File: src/rtl/fetch_pc_unit_if.sv
// Instruction-memory fetch bus between the fetch/PC unit and instruction memory.
//   req   : fetch request, held high until ack
//   addr  : fetch address, stable while req is high
//   ack   : memory returns the word this cycle
//   rdata : instruction word, valid when req & ack
// master = fetch unit, slave = instruction memory.
interface fetch_pc_unit_if;
    logic        req;
    logic [31:0] addr;
    logic        ack;
    logic [31:0] rdata;

    modport master (
        output req,
        output addr,
        input  ack,
        input  rdata
    );

    modport slave (
        input  req,
        input  addr,
        output ack,
        output rdata
    );
endinterface

File: src/rtl/fetch_pc_unit.sv
// Program-counter and instruction-fetch stage. Holds the PC, fetches one word
// over the imem bus, presents it to decode/execute, and on commit computes the
// next PC from the decoder controls plus the ALU zero flag. One instruction is
// in flight at a time.
// Ports:
//   clk, rst        : clock, synchronous active-high reset
//   pc_op_i         : 00 seq, 01 beq, 10 bne, 11 reserved (treated as seq)
//   jump_i, jr_i    : j/jal and register jump
//   alu_zero_i      : ALU zero flag of the current instruction
//   imm_sext_i      : sign-extended branch offset in words
//   jtarget_i       : instr[25:0] jump target
//   jr_addr_i       : rs value for jr
//   commit_i        : datapath finished the current instruction
//   imem            : fetch bus (master side)
//   instr_o         : latched instruction, instr_valid_o while executing
//   pc_o            : address of current instruction, link_addr_o = pc + 4
//   misalign_o      : one-cycle pulse after a jr commit with jr_addr[1:0] != 0
//   retired_o       : count of committed instructions (wraps)
module fetch_pc_unit #(
    parameter logic [31:0] RESET_PC = 32'h0000_0000
) (
    input  logic               clk,
    input  logic               rst,
    input  logic [1:0]         pc_op_i,
    input  logic               jump_i,
    input  logic               jr_i,
    input  logic               alu_zero_i,
    input  logic [31:0]        imm_sext_i,
    input  logic [25:0]        jtarget_i,
    input  logic [31:0]        jr_addr_i,
    input  logic               commit_i,
    fetch_pc_unit_if.master    imem,
    output logic [31:0]        instr_o,
    output logic               instr_valid_o,
    output logic [31:0]        pc_o,
    output logic [31:0]        link_addr_o,
    output logic               misalign_o,
    output logic [31:0]        retired_o
);

    typedef enum logic [1:0] {StIdle, StReq, StExec} state_e;

    state_e      state_q, state_d;
    logic [31:0] pc_q, pc_d;
    logic [31:0] instr_q, instr_d;
    logic [31:0] retired_q, retired_d;
    logic        misalign_q, misalign_d;

    logic [31:0] link_addr;
    logic [31:0] branch_tgt;
    logic [31:0] next_pc;

    assign link_addr  = pc_q + 32'd4;
    assign branch_tgt = link_addr + {imm_sext_i[29:0], 2'b00};

    always_comb begin
        next_pc = link_addr;
        if (jr_i) begin
            next_pc = {jr_addr_i[31:2], 2'b00};
        end else if (jump_i) begin
            next_pc = {link_addr[31:28], jtarget_i, 2'b00};
        end else if (pc_op_i == 2'b01 && alu_zero_i) begin
            next_pc = branch_tgt;
        end else if (pc_op_i == 2'b10 && !alu_zero_i) begin
            next_pc = branch_tgt;
        end
    end

    // Ack outside StReq and commit outside StExec fall through untouched.
    always_comb begin
        state_d    = state_q;
        pc_d       = pc_q;
        instr_d    = instr_q;
        retired_d  = retired_q;
        misalign_d = 1'b0;
        unique case (state_q)
            StIdle: state_d = StReq;
            StReq: begin
                if (imem.ack) begin
                    instr_d = imem.rdata;
                    state_d = StExec;
                end
            end
            StExec: begin
                if (commit_i) begin
                    pc_d       = next_pc;
                    retired_d  = retired_q + 32'd1;
                    misalign_d = jr_i && (jr_addr_i[1:0] != 2'b00);
                    state_d    = StReq;
                end
            end
            default: state_d = StIdle;
        endcase
    end

    always_ff @(posedge clk) begin
        if (rst) begin
            state_q    <= StIdle;
            pc_q       <= RESET_PC;
            instr_q    <= 32'h0;
            retired_q  <= 32'h0;
            misalign_q <= 1'b0;
        end else begin
            state_q    <= state_d;
            pc_q       <= pc_d;
            instr_q    <= instr_d;
            retired_q  <= retired_d;
            misalign_q <= misalign_d;
        end
    end

    assign imem.req      = (state_q == StReq);
    assign imem.addr     = pc_q;
    assign instr_o       = instr_q;
    assign instr_valid_o = (state_q == StExec);
    assign pc_o          = pc_q;
    assign link_addr_o   = link_addr;
    assign misalign_o    = misalign_q;
    assign retired_o     = retired_q;

endmodule

File: src/flat_wrapper.sv
// flat-port wrapper written by rule: the top's interface ports become plain ports
module fetch_pc_unit_flat 
#(
    parameter logic [31:0] RESET_PC = 32'h0000_0000
)
  (clk, rst, pc_op_i, jump_i, jr_i, alu_zero_i, imm_sext_i, jtarget_i, jr_addr_i, commit_i, instr_o, instr_valid_o, pc_o, link_addr_o, misalign_o, retired_o, imem_req, imem_addr, imem_ack, imem_rdata);
  fetch_pc_unit_if imem_i ();
  input  logic clk;
  input  logic rst;
  input  logic [1:0] pc_op_i;
  input  logic jump_i;
  input  logic jr_i;
  input  logic alu_zero_i;
  input  logic [31:0] imm_sext_i;
  input  logic [25:0] jtarget_i;
  input  logic [31:0] jr_addr_i;
  input  logic commit_i;
  output logic [31:0] instr_o;
  output logic instr_valid_o;
  output logic [31:0] pc_o;
  output logic [31:0] link_addr_o;
  output logic misalign_o;
  output logic [31:0] retired_o;
  output wire logic [$bits(imem_i.req)-1:0] imem_req;
  output wire logic [$bits(imem_i.addr)-1:0] imem_addr;
  input wire logic [$bits(imem_i.ack)-1:0] imem_ack;
  input wire logic [$bits(imem_i.rdata)-1:0] imem_rdata;
  assign imem_req = imem_i.req;
  assign imem_addr = imem_i.addr;
  assign imem_i.ack = imem_ack;
  assign imem_i.rdata = imem_rdata;
  fetch_pc_unit #(.RESET_PC(RESET_PC)) u_core (.clk(clk), .rst(rst), .pc_op_i(pc_op_i), .jump_i(jump_i), .jr_i(jr_i), .alu_zero_i(alu_zero_i), .imm_sext_i(imm_sext_i), .jtarget_i(jtarget_i), .jr_addr_i(jr_addr_i), .commit_i(commit_i), .imem(imem_i), .instr_o(instr_o), .instr_valid_o(instr_valid_o), .pc_o(pc_o), .link_addr_o(link_addr_o), .misalign_o(misalign_o), .retired_o(retired_o));
endmodule
File: config.mk
export PLATFORM = sky130hd
export DESIGN_NAME = fetch_pc_unit_flat
export DESIGN_NICKNAME = d
export VERILOG_FILES = /design/src/rtl/fetch_pc_unit_if.sv /design/src/rtl/fetch_pc_unit.sv /design/src/flat_wrapper.sv
export SDC_FILE = /design/constraint.sdc
export NUM_CORES = 1
export LEC_CHECK = 0
export CAP_MARGIN = 20
export CORE_ASPECT_RATIO = 0.8
export CORE_UTILIZATION = 39
export DETAILED_ROUTE_END_ITERATION = 6
export PLACE_DENSITY_LB_ADDON = 0.15
export SYNTH_ARGS = -nofsm -noshare
export SYNTH_HDL_FRONTEND = slang
export SYNTH_SLANG_ARGS = --single-unit
File: constraint.sdc
create_clock -name clk -period 3.9 [get_ports clk]
set_input_delay 0.585 -clock clk [delete_from_list [all_inputs] [get_ports clk]]
set_output_delay 0.585 -clock clk [all_outputs]
set_load 0.01 [all_outputs]
==> impl_results.md, run 1 <==
* IO Pins at 294
* FF-to-FF setup slack at 150 ps
* Area of the multi-input gates at 4420 um^2
* CTS tree: yes
* Area grow syn2layout at 54.3%
* Yosys warning total at 0
* Max VDD drop at 218 uV
* Crit path from: u_core.imem.addr[10]$_SDFFE_PP0P_
* Root Buffer: clkbuf_16
* Vias at 7441
* Fin Clk Skew at 6.03 ps
* DRC viols at 0
* Register area at 1950 um^2
* Worst Tran Pin Value at 817 ps
* H-tree level count at 3
* Mean routed wirelength per cell at 17.5 um
* Largest net degree at the start of global routing at 67
* Initial antenna violation count at 0
* FILL cells at 1541
* Pwr Density at 241 nW/um^2
* RR Startpoint: u_core.imem.addr[10]$_SDFFE_PP0P_
* Synth Flop Type: dfxtp_1
* Router iterations before antenna repair at 5
* CTS Buffer Depth at 2
* Max Cap Viol at 0
* Critical Path Slowest Stage Cell: a221oi_1
* Initial core utilization at 40.4%
* Most frequent cells in the layout: clkdlybuf4s50_1, nand2_1, a21oi_1
* Dpl cells at 1382
* Worst EP required at 4150 ps
* Crit path time final at 3750 ps
* Number of global-route vias before repair at 6871
* Worst hold path type: flop to flop
* Number of core rows at 42
* Slew headroom at 45.3%
* Seq/Total Area, Yosys at 28.8%
* ANT nets after route at 0
* Fmax at 267 MHz
* CP Max Fanout at 5
* #FFs+latches synth at 97
* EDFF count, synth at 0
* Post-cts hold buffer count at 0
* CP most frequent cell: buf_4
* CP bufs+invs at 3
* WHS at 454 ps
* Clk_lat worst skew at 350 ps
* Nets at 1343
* Pre-CTS worst setup slack at 56.8 ps
* Antenna fix cells at 0
* Routed WL at 24500 um
* Clk slew on worst S/H paths at 80 ps
* Cells after synthesis at 878
* Crit Path Class: flop to flop
* Vias per cell at 5.32
* GRT Resource Usage Total at 26.8%
* Async S/R FF share, synth at 0%
* Commonest non-fill, non-tap cell in the layout: clkdlybuf4s50_1
* CP startpoint kind: flop
* GRT Residual Overflow at 0
* First-pass GRT wire length at 37300 um
* Placer Congestion at 0.912
* Synth cell types at 71
* Data arrival, critical path at 4000 ps
* Crit path cell chain: nand4_4 > buf_4 > nor4_4 > buf_4 > nand4_1 > xnor2_1 > ha_1 > nand2_1 > o21ai_1 > a221oi_1 > nor2_2 > a2111oi_4 > buf_4 > o41ai_4 > xor2_1 > a21o_1 > a31o_1
* Part of the cycle the worst path needs at 96.2%
* I/O Buffers at 285
* R2r endpoint: u_core.imem.addr[31]$_SDFFE_PP0P_
* CP endpoint kind: flop
* Slowest stage delay, CP at 460 ps
* Final HPWL DP at 18600 um
* Clock Sinks at 97
* Die X-Extent at 149 um
* Final setup viols at 0
* Die H at 120 um
* Die area at 17800 um^2
* Share of cells above drive strength 1 at 11.2%
* CTS buffer count at 9
* Worst-case reg-to-reg path depth at 17
* Netlist Area Pre-Place at 6750 um^2
* Syn_area_per_cell at 7.69 um^2
* Final hold vios at 0
* Crit path to: u_core.imem.addr[31]$_SDFFE_PP0P_
* Initial DRC count at 420
* Worst path depth at 17
* CORE AREA at 16700 um^2
* Total power draw at 2.51 mW
* Outcome: complete, no violations
* Max Slew Vio Count at 0
* CP top delay family: compound AO/OA/AOI/OAI gates
* Pleak at 4.14 nW
* Setup WS post-layout at 149 ps
* Cell Count, Final, Fillers Out at 1399
-- registers in the layout (all words and copies together), names as in the netlist --
register           count
u_core.state_q         2
u_core.instr_o        32
u_core.retired_o      32
u_core.imem.addr      30
u_core.misalign_o      1
-- power breakdown --
group / internal (mW) / switching [mW] / leakage, nW
Sequential: 1.02 / 0.0204 / 0.788
Combinational: 0.300 / 0.274 / 3.21
Clock: 0.454 / 0.449 / 0.143
Total: 1.77 / 0.744 / 4.14
-- routing by layer --
| metal | GRT usage [%] | share of wire, % |
|---|---|---|
| met5 | 0 | 0 |
| met4 | 6.06 | 1.2 |
| met3 | 4.98 | 8.2 |
| met2 | 43.9 | 46 |
| met1 | 36.2 | 45 |
-- worst min path at each step --
stage	startpoint	end	slack, ps	cells after the start
CTS	u_core.instr_o[13]$_SDFFE_PP0P_	u_core.instr_o[13]$_SDFFE_PP0P_	460	2
global route	u_core.instr_o[30]$_SDFFE_PP0P_	u_core.instr_o[30]$_SDFFE_PP0P_	480	2
detailed placement	u_core.instr_o[29]$_SDFFE_PP0P_	u_core.instr_o[29]$_SDFFE_PP0P_	450	2
floorplan	u_core.instr_o[0]$_SDFFE_PP0P_	u_core.instr_o[0]$_SDFFE_PP0P_	480	2
finish	u_core.instr_o[21]$_SDFFE_PP0P_	u_core.instr_o[21]$_SDFFE_PP0P_	450	2
global placement	u_core.instr_o[25]$_SDFFE_PP0P_	u_core.instr_o[25]$_SDFFE_PP0P_	440	2
-- metrics by stage --
step,area [um^2],TNS [ps],util (%)
after floorplan,6780,0,-
after global placement,10000,0,59.9
final,10400,0,62.3
after CTS,10300,0,61.7
after global routing,10400,-37.1,62.3
after detailed placement,10000,0,59.9
-- worst min-delay path, delay by kind of cell, from the launching register on --
kind,cells,cell delay (ps)
flip-flops,1,310
AO/OA/AOI/OAI,1,50
AND/OR/NAND/NOR,1,50
-- cells in the mapped netlist, types with 4 or more instances --
library cell	number	area, um^2
ha_1	37	463
o22ai_1	5	31.3
inv_1	20	75.1
buf_4	36	270
nand2b_1	4	25.0
o21bai_1	4	30.0
mux2i_1	5	50.1
clkbuf_1	36	135
xor2_1	37	324
nor2_1	71	267
or3_1	8	50.1
nor3_1	11	55.1
and3_1	10	62.6
xnor2_1	36	315
nand3_1	24	120
o21ai_1	5	25.0
o221ai_1	6	52.6
o211ai_1	11	82.6
nand4_1	10	62.6
nand2_1	144	541
o21ai_0	35	175
a21oi_1	103	515
nor2b_1	5	31.3
a21o_1	16	120
o21a_1	4	30.0
a221oi_1	4	35.0
a31oi_1	11	68.8
a211oi_1	9	67.6
dfxtp_1	97	1940
and4_1	10	87.6
-- area by class of cell --
type                            instances  share of cell area, %
Multi-Input combinational cell        689                   42.5
Tap cell                              220                   2.64
Inverter                               20                  0.721
Sequential cell                        97                   18.7
Timing Repair Buffer                  357                   32.6
Clock buffer                            9                   2.16
Clock inverter                          7                  0.697
-- logic make-up after synthesis --
family,share of synthesized area [%]
AO/OA/AOI/OAI,22.0
multiplexers,0.742
adder cells (fa/ha/maj),7.16
AND/OR/NAND/NOR,23.9
XOR/XNOR,9.96
buffers and inverters,7.43
flip-flops,28.8
other,0.0556
-- repair_timing --
action / 4_1_cts / 5_1_grt
resized for setup: 0 / 18
setup endpoints to repair: 0 / 3
setup buffers: 0 / 1
(Power assumes the default switching activity.)
==> run 2, diff against run 1 <==
Settings changed: CELL_PAD_IN_SITES_DETAIL_PLACEMENT set to 2, CELL_PAD_IN_SITES_GLOBAL_PLACEMENT set to 2, CORE_UTILIZATION 39 to 21.
==> impl_results.md, run 2 (same netlist as run 1, synthesis figures left out) <==
* P_int at 1.85 mW (+4.4%)
* Most frequent cells in the layout: clkdlybuf4s50_1, nand2_1, a21oi_1
* Crit path time final at 3750 ps (-5.76 ps)
* H-tree level count at 3 (unchanged)
* CTS buffer count at 9 (unchanged)
* Fin Clk Skew at 11.8 ps (+5.82 ps)
* Initial antenna violation count at 3 (+3)
* Placer Congestion at 0.814 (-11%)
* Data arrival, critical path at 4000 ps (about the same)
* DRC viols at 0 (unchanged)
* Logic pwr share at 22.8% (about the same)
* Die X-Extent at 202 um (+36%)
* Clk slew on worst S/H paths at 80 ps (about the same)
* Area grow syn2layout at 59.3%
* Vias at 7582 (+1.9%)
* Slew headroom at 41.4% (-3.9 points)
* Vias per cell at 4.72 (-11%)
* Final HPWL DP at 26000 um (+40%)
* Largest net degree at the start of global routing at 68 (+1.5%)
* CTS tree: yes
* Mean routed wirelength per cell at 20.6 um (+18%)
* Final setup viols at 0 (unchanged)
* Number of global-route vias before repair at 7896 (+15%)
* Psw at 791 uW (+6.3%)
* Setup WS post-layout at 155 ps (+5.76 ps)
* Pleak at 4.13 nW (-0.14%)
* Clock Sinks at 97 (unchanged)
* CP endpoint kind: flop
* IO Pins at 294 (unchanged)
* Switching share of power at 30.0% (+0.39 points)
* First-pass GRT wire length at 49100 um (+32%)
* Fmax at 267 MHz (+0.15%)
* Clock power share at 37.9% (+2.0 points)
* Commonest non-fill, non-tap cell in the layout: clkdlybuf4s50_1
* Outcome: complete, no violations
* Part of the cycle the worst path needs at 96.0% (-0.15 points)
* Worst Tran Pin Value at 876 ps (+58.7 ps)
* Die area at 32900 um^2 (+84%)
* CTS Buffer Depth at 2 (unchanged)
* Post-cts hold buffer count at 0 (unchanged)
* Die H at 162 um (+36%)
* Nets at 1349 (+0.45%)
* Root Buffer: clkbuf_16
* I/O Buffers at 285 (unchanged)
* Max Cap Viol at 0 (unchanged)
* Initial core utilization at 21.4% (-19 points)
* Final hold vios at 0 (unchanged)
* Routed WL at 33100 um (+35%)
* Router iterations before antenna repair at 4 (-1)
* CP startpoint kind: flop
* GRT Resource Usage Total at 19.7% (-7.0 points)
* Worst EP required at 4160 ps (about the same)
* ANT nets after route at 0 (unchanged)
* Share of cells above drive strength 1 at 12.5% (+1.3 points)
* CP Max Fanout at 5 (unchanged)
* Worst hold path type: flop to flop
* Crit Path Class: flop to flop
* Max VDD drop at 199 uV (-8.8%)
* RSZ-0062 raised after global routing: yes
* Number of core rows at 58 (+38%)
* Max Slew Vio Count at 0 (unchanged)
* GRT Residual Overflow at 0 (unchanged)
* CORE AREA at 31500 um^2 (+88%)
* Initial DRC count at 261 (-38%)
* FF-to-FF setup slack at 150 ps (about the same)
* Share of power burned in registers at 39.3% (-1.9 points)
* Clk_lat worst skew at 360 ps (about the same)
* Pwr Density at 245 nW/um^2 (+1.6%)
* Setup TNS at 0 ps (unchanged)
* Pre-CTS worst setup slack at -78.0 ps (-135 ps)
-- run 2: cell count changes in the layout (fill, tap and decap cells not counted), sizes merged --
cell    before  now
buf         73   79
diode        0    2
inv         24   22
bufinv       0    1
clkbuf       9   10
-- run 2: stage by stage --
step	utilization (%)	hold slack (ps)	instances	total power, mW	cell area, um^2
after floorplan	-	481	883	1.32	6780
after global placement	32.7	441	1584	1.65	10300
after detailed placement	32.7	449	1584	1.66	10300
after CTS	33.7	461	1600	2.68	10600
after global routing	34.1	486	1606	2.77	10700
final	34.1	457	1607	2.64	10700
-- run 2: repair_timing --
action,CTS,global route
gates resized for setup,3,28
pin swaps,1,9
setup buffers,0,5
setup endpoints to repair,2,6
gates cloned,0,0
hold endpoints to repair,0,0
-- run 2: worst max-delay path: stages (launching register included) --
cell       delay [ps]
dfxtp_2           370
nand3_4           130
nor4_4            260
buf_4             180
and3_4            220
buf_4             130
nand4_4           120
xnor2_1           180
buf_4             160
ha_1              240
o41a_1            500
a2111oi_4         440
o41ai_2           110
xor2_1            190
a21o_1            200
a31o_1            210
-- run 2: per-layer routing --
| metal | share of wire (%) | vias to the layer above | track usage (%) |
|---|---|---|---|
| met3 | 5.1 | 22 | 4.44 |
| met5 | 0.081 | - | 0 |
| met1 | 49 | 3705 | 27.6 |
| met2 | 45 | 189 | 31.2 |
| met4 | 1.1 | 4 | 3.42 |
| li1 | - | 3662 | - |
-- run 2: layout make-up --
type | instances | area (um^2)
diodes | 2 | 5.00
clock buffers | 10 | 239
clock inverters | 6 | 75.1
fillers | 3611 | 20700
inverters | 20 | 75.1
multi-input cells | 689 | 4430
flip-flops and latches | 97 | 1950
well taps | 420 | 526
repair buffers | 363 | 3440
-- run 2: path summary, 6_finish.rpt --
path | start | to | cells past startpoint
setup / recovery | u_core.imem.addr[5]$_SDFFE_PP0P_ | u_core.imem.addr[31]$_SDFFE_PP0P_ | 15
hold / removal | u_core.instr_o[12]$_SDFFE_PP0P_ | u_core.instr_o[12]$_SDFFE_PP0P_ | 2
hold reg to reg | u_core.instr_o[12]$_SDFFE_PP0P_ | u_core.instr_o[12]$_SDFFE_PP0P_ | 2
setup reg to reg | u_core.imem.addr[5]$_SDFFE_PP0P_ | u_core.imem.addr[31]$_SDFFE_PP0P_ | 15
-- run 2: power groups by stage --
| stage | Sequential, mW | Combinational (mW) | Clock, mW |
|---|---|---|---|
| 3_5_place_dp | 1.06 | 0.602 | 0 |
| 2_1_floorplan | 1.07 | 0.253 | 0 |
| 3_3_place_gp | 1.06 | 0.595 | 0 |
| 5_1_grt | 1.04 | 0.655 | 1.07 |
| 4_1_cts | 1.04 | 0.607 | 1.04 |
| 6_report | 1.04 | 0.602 | 0.999 |
==> run 3, diff against run 2 <==
Settings changed: CORE_UTILIZATION 21 to 31, DONT_BUFFER_PORTS set to 1.
==> impl_results.md, run 3 (same netlist as run 1, synthesis figures left out) <==
* Outcome: complete, no violations
* Slew headroom at 45.8% (+4.4 points)
* Initial DRC count at 259 (-0.77%)
* Fin Clk Skew at 16.2 ps (+4.36 ps)
* CP startpoint kind: flop
* Die X-Extent at 167 um (-18%)
* Commonest non-fill, non-tap cell in the layout: nand2_1
* Vias at 6644 (-12%)
* Total power draw at 2.33 mW (-12%)
* Util after Layout at 36.6% (+2.5 points)
* Nets at 1063 (-21%)
* CP endpoint kind: flop
* Root Buffer: clkbuf_16
* Part of the cycle the worst path needs at 95.9% (-0.097 points)
* CTS buffer count at 9 (unchanged)
* CORE AREA at 21000 um^2 (-33%)
* Worst Tran Pin Value at 813 ps (-62.8 ps)
* Data arrival, critical path at 4000 ps (about the same)
* Number of global-route vias before repair at 7239 (-8.3%)
* Final hold vios at 0 (unchanged)
* Initial antenna violation count at 0 (-3)
* Max Cap Viol at 0 (unchanged)
* Fmax at 267 MHz (+0.10%)
* First-pass GRT wire length at 42500 um (-13%)
* Crit path time final at 3740 ps (-3.77 ps)
* Area grow syn2layout at 13.9%
* Placer Congestion at 0.897 (+10%)
* Vias per cell at 5.69 (+21%)
* Crit Path Class: flop to flop
* Share of cells above drive strength 1 at 15.1% (+2.6 points)
* Final HPWL DP at 22300 um (-14%)
* Largest net degree at the start of global routing at 94 (+38%)
* FILL cells at 2440 (-32%)
* Clk_lat worst skew at 350 ps (about the same)
* Max Slew Vio Count at 0 (unchanged)
* WHS at 293 ps (-163 ps)
* CTS Buffer Depth at 2 (unchanged)
* IO Pins at 294 (unchanged)
* Pre-CTS worst setup slack at -263 ps (-185 ps)
* CTS tree: yes
* I/O Buffers at 0 (-100%)
* Antenna fix cells at 0 (-2)
* ANT nets after route at 0 (unchanged)
* H-tree level count at 3 (unchanged)
* Routed WL at 28500 um (-14%)
* Clk slew on worst S/H paths at 90 ps (about the same)
* Area of the multi-input gates at 4440 um^2 (+0.20%)
* CP Max Fanout at 4 (-1)
* Number of core rows at 47 (-19%)
* DRC viols at 0 (unchanged)
* Mean routed wirelength per cell at 24.4 um (+18%)
* Pleak at 3.12 nW (-24%)
* Die area at 22400 um^2 (-32%)
* GRT Residual Overflow at 0 (unchanged)
* Router iterations before antenna repair at 4 (unchanged)
* Clock Sinks at 97 (unchanged)
* Final setup viols at 0 (unchanged)
* Max VDD drop at 200 uV (+0.24%)
* Register area at 1940 um^2 (-0.51%)
* Worst hold path type: primary input to flop
* Most frequent cells in the layout: nand2_1, a21oi_1, dfxtp_1
* Die H at 134 um (-17%)
* Setup WS post-layout at 159 ps (+3.76 ps)
* Worst EP required at 4160 ps (about the same)
* GRT Resource Usage Total at 24.9% (+5.2 points)
* Post-cts hold buffer count at 0 (unchanged)
* Pwr Density at 303 nW/um^2 (+23%)
* Initial core utilization at 32.1% (+11 points)
[run 3: final timing paths]
path / from / endpoint / slack (ps) / depth (start not counted)
worst max register to register: u_core.imem.addr[12]$_SDFFE_PP0P_ / u_core.imem.addr[31]$_SDFFE_PP0P_ / 160 / 14
worst max-delay path: u_core.imem.addr[12]$_SDFFE_PP0P_ / u_core.imem.addr[31]$_SDFFE_PP0P_ / 160 / 14
worst min-delay path: rst / u_core.instr_o[6]$_SDFFE_PP0P_ / 290 / 1
worst min register to register: u_core.instr_o[16]$_SDFFE_PP0P_ / u_core.instr_o[16]$_SDFFE_PP0P_ / 500 / 2
[run 3: repair_timing]
item	4_1_cts	5_1_grt
resized for setup	1	15
setup endpoints to repair	2	5
pin swaps	1	4
endpoints found under the hold margin	0	0
gates cloned	0	0
buffers inserted	2	0
[run 3: area by class of cell]
class                      count  area share (%)
timing repair buffer          77            7.62
inverter                      20           0.977
clock buffer                   9            2.93
sequential                    97            25.3
multi-input combinational    689            57.8
clock inverter                 7            1.03
tap                          269            4.38
[run 3: worst max-delay path: stages, from the launching register on]
cell and delay (ps):
dfxtp_1 390, and4_2 290, and4_1 300, and3_4 270
nand2_1 90, xnor2_1 280, ha_1 330, a21oi_1 160
nor2b_1 80, o41a_1 380, a2111oi_4 360, o41ai_2 150
xor2_1 170, a21o_1 200, a31o_1 200
[run 3: stage by stage]
| stage | cell area [um^2] | instances | TNS, ps |
|---|---|---|---|
| 2_1_floorplan | 6780 | 883 | 0 |
| 3_3_place_gp | 7250 | 1149 | 0 |
| 3_5_place_dp | 7250 | 1149 | -494 |
| 4_1_cts | 7580 | 1167 | 0 |
| 5_1_grt | 7680 | 1168 | -26.4 |
| 6_report | 7680 | 1168 | 0 |
[run 3: layer usage]
metal | vias to the layer above | routed length (um) | global-route usage [%] | part of all wire, %
met3 | 26 | 2210 | 6.93 | 7.7
met5 | - | 0 | 0 | 0
met1 | 3302 | 12100 | 30.0 | 43
met2 | 228 | 13700 | 43.6 | 48
met4 | 0 | 458 | 6.22 | 1.6
li1 | 3088 | - | - | -
[run 3: power by group]
group | switching [mW] | total, mW | internal [mW]
clock | 0.471 | 0.929 | 0.458
combinational | 0.217 | 0.346 | 0.129
sequential | 0.0357 | 1.05 | 1.02
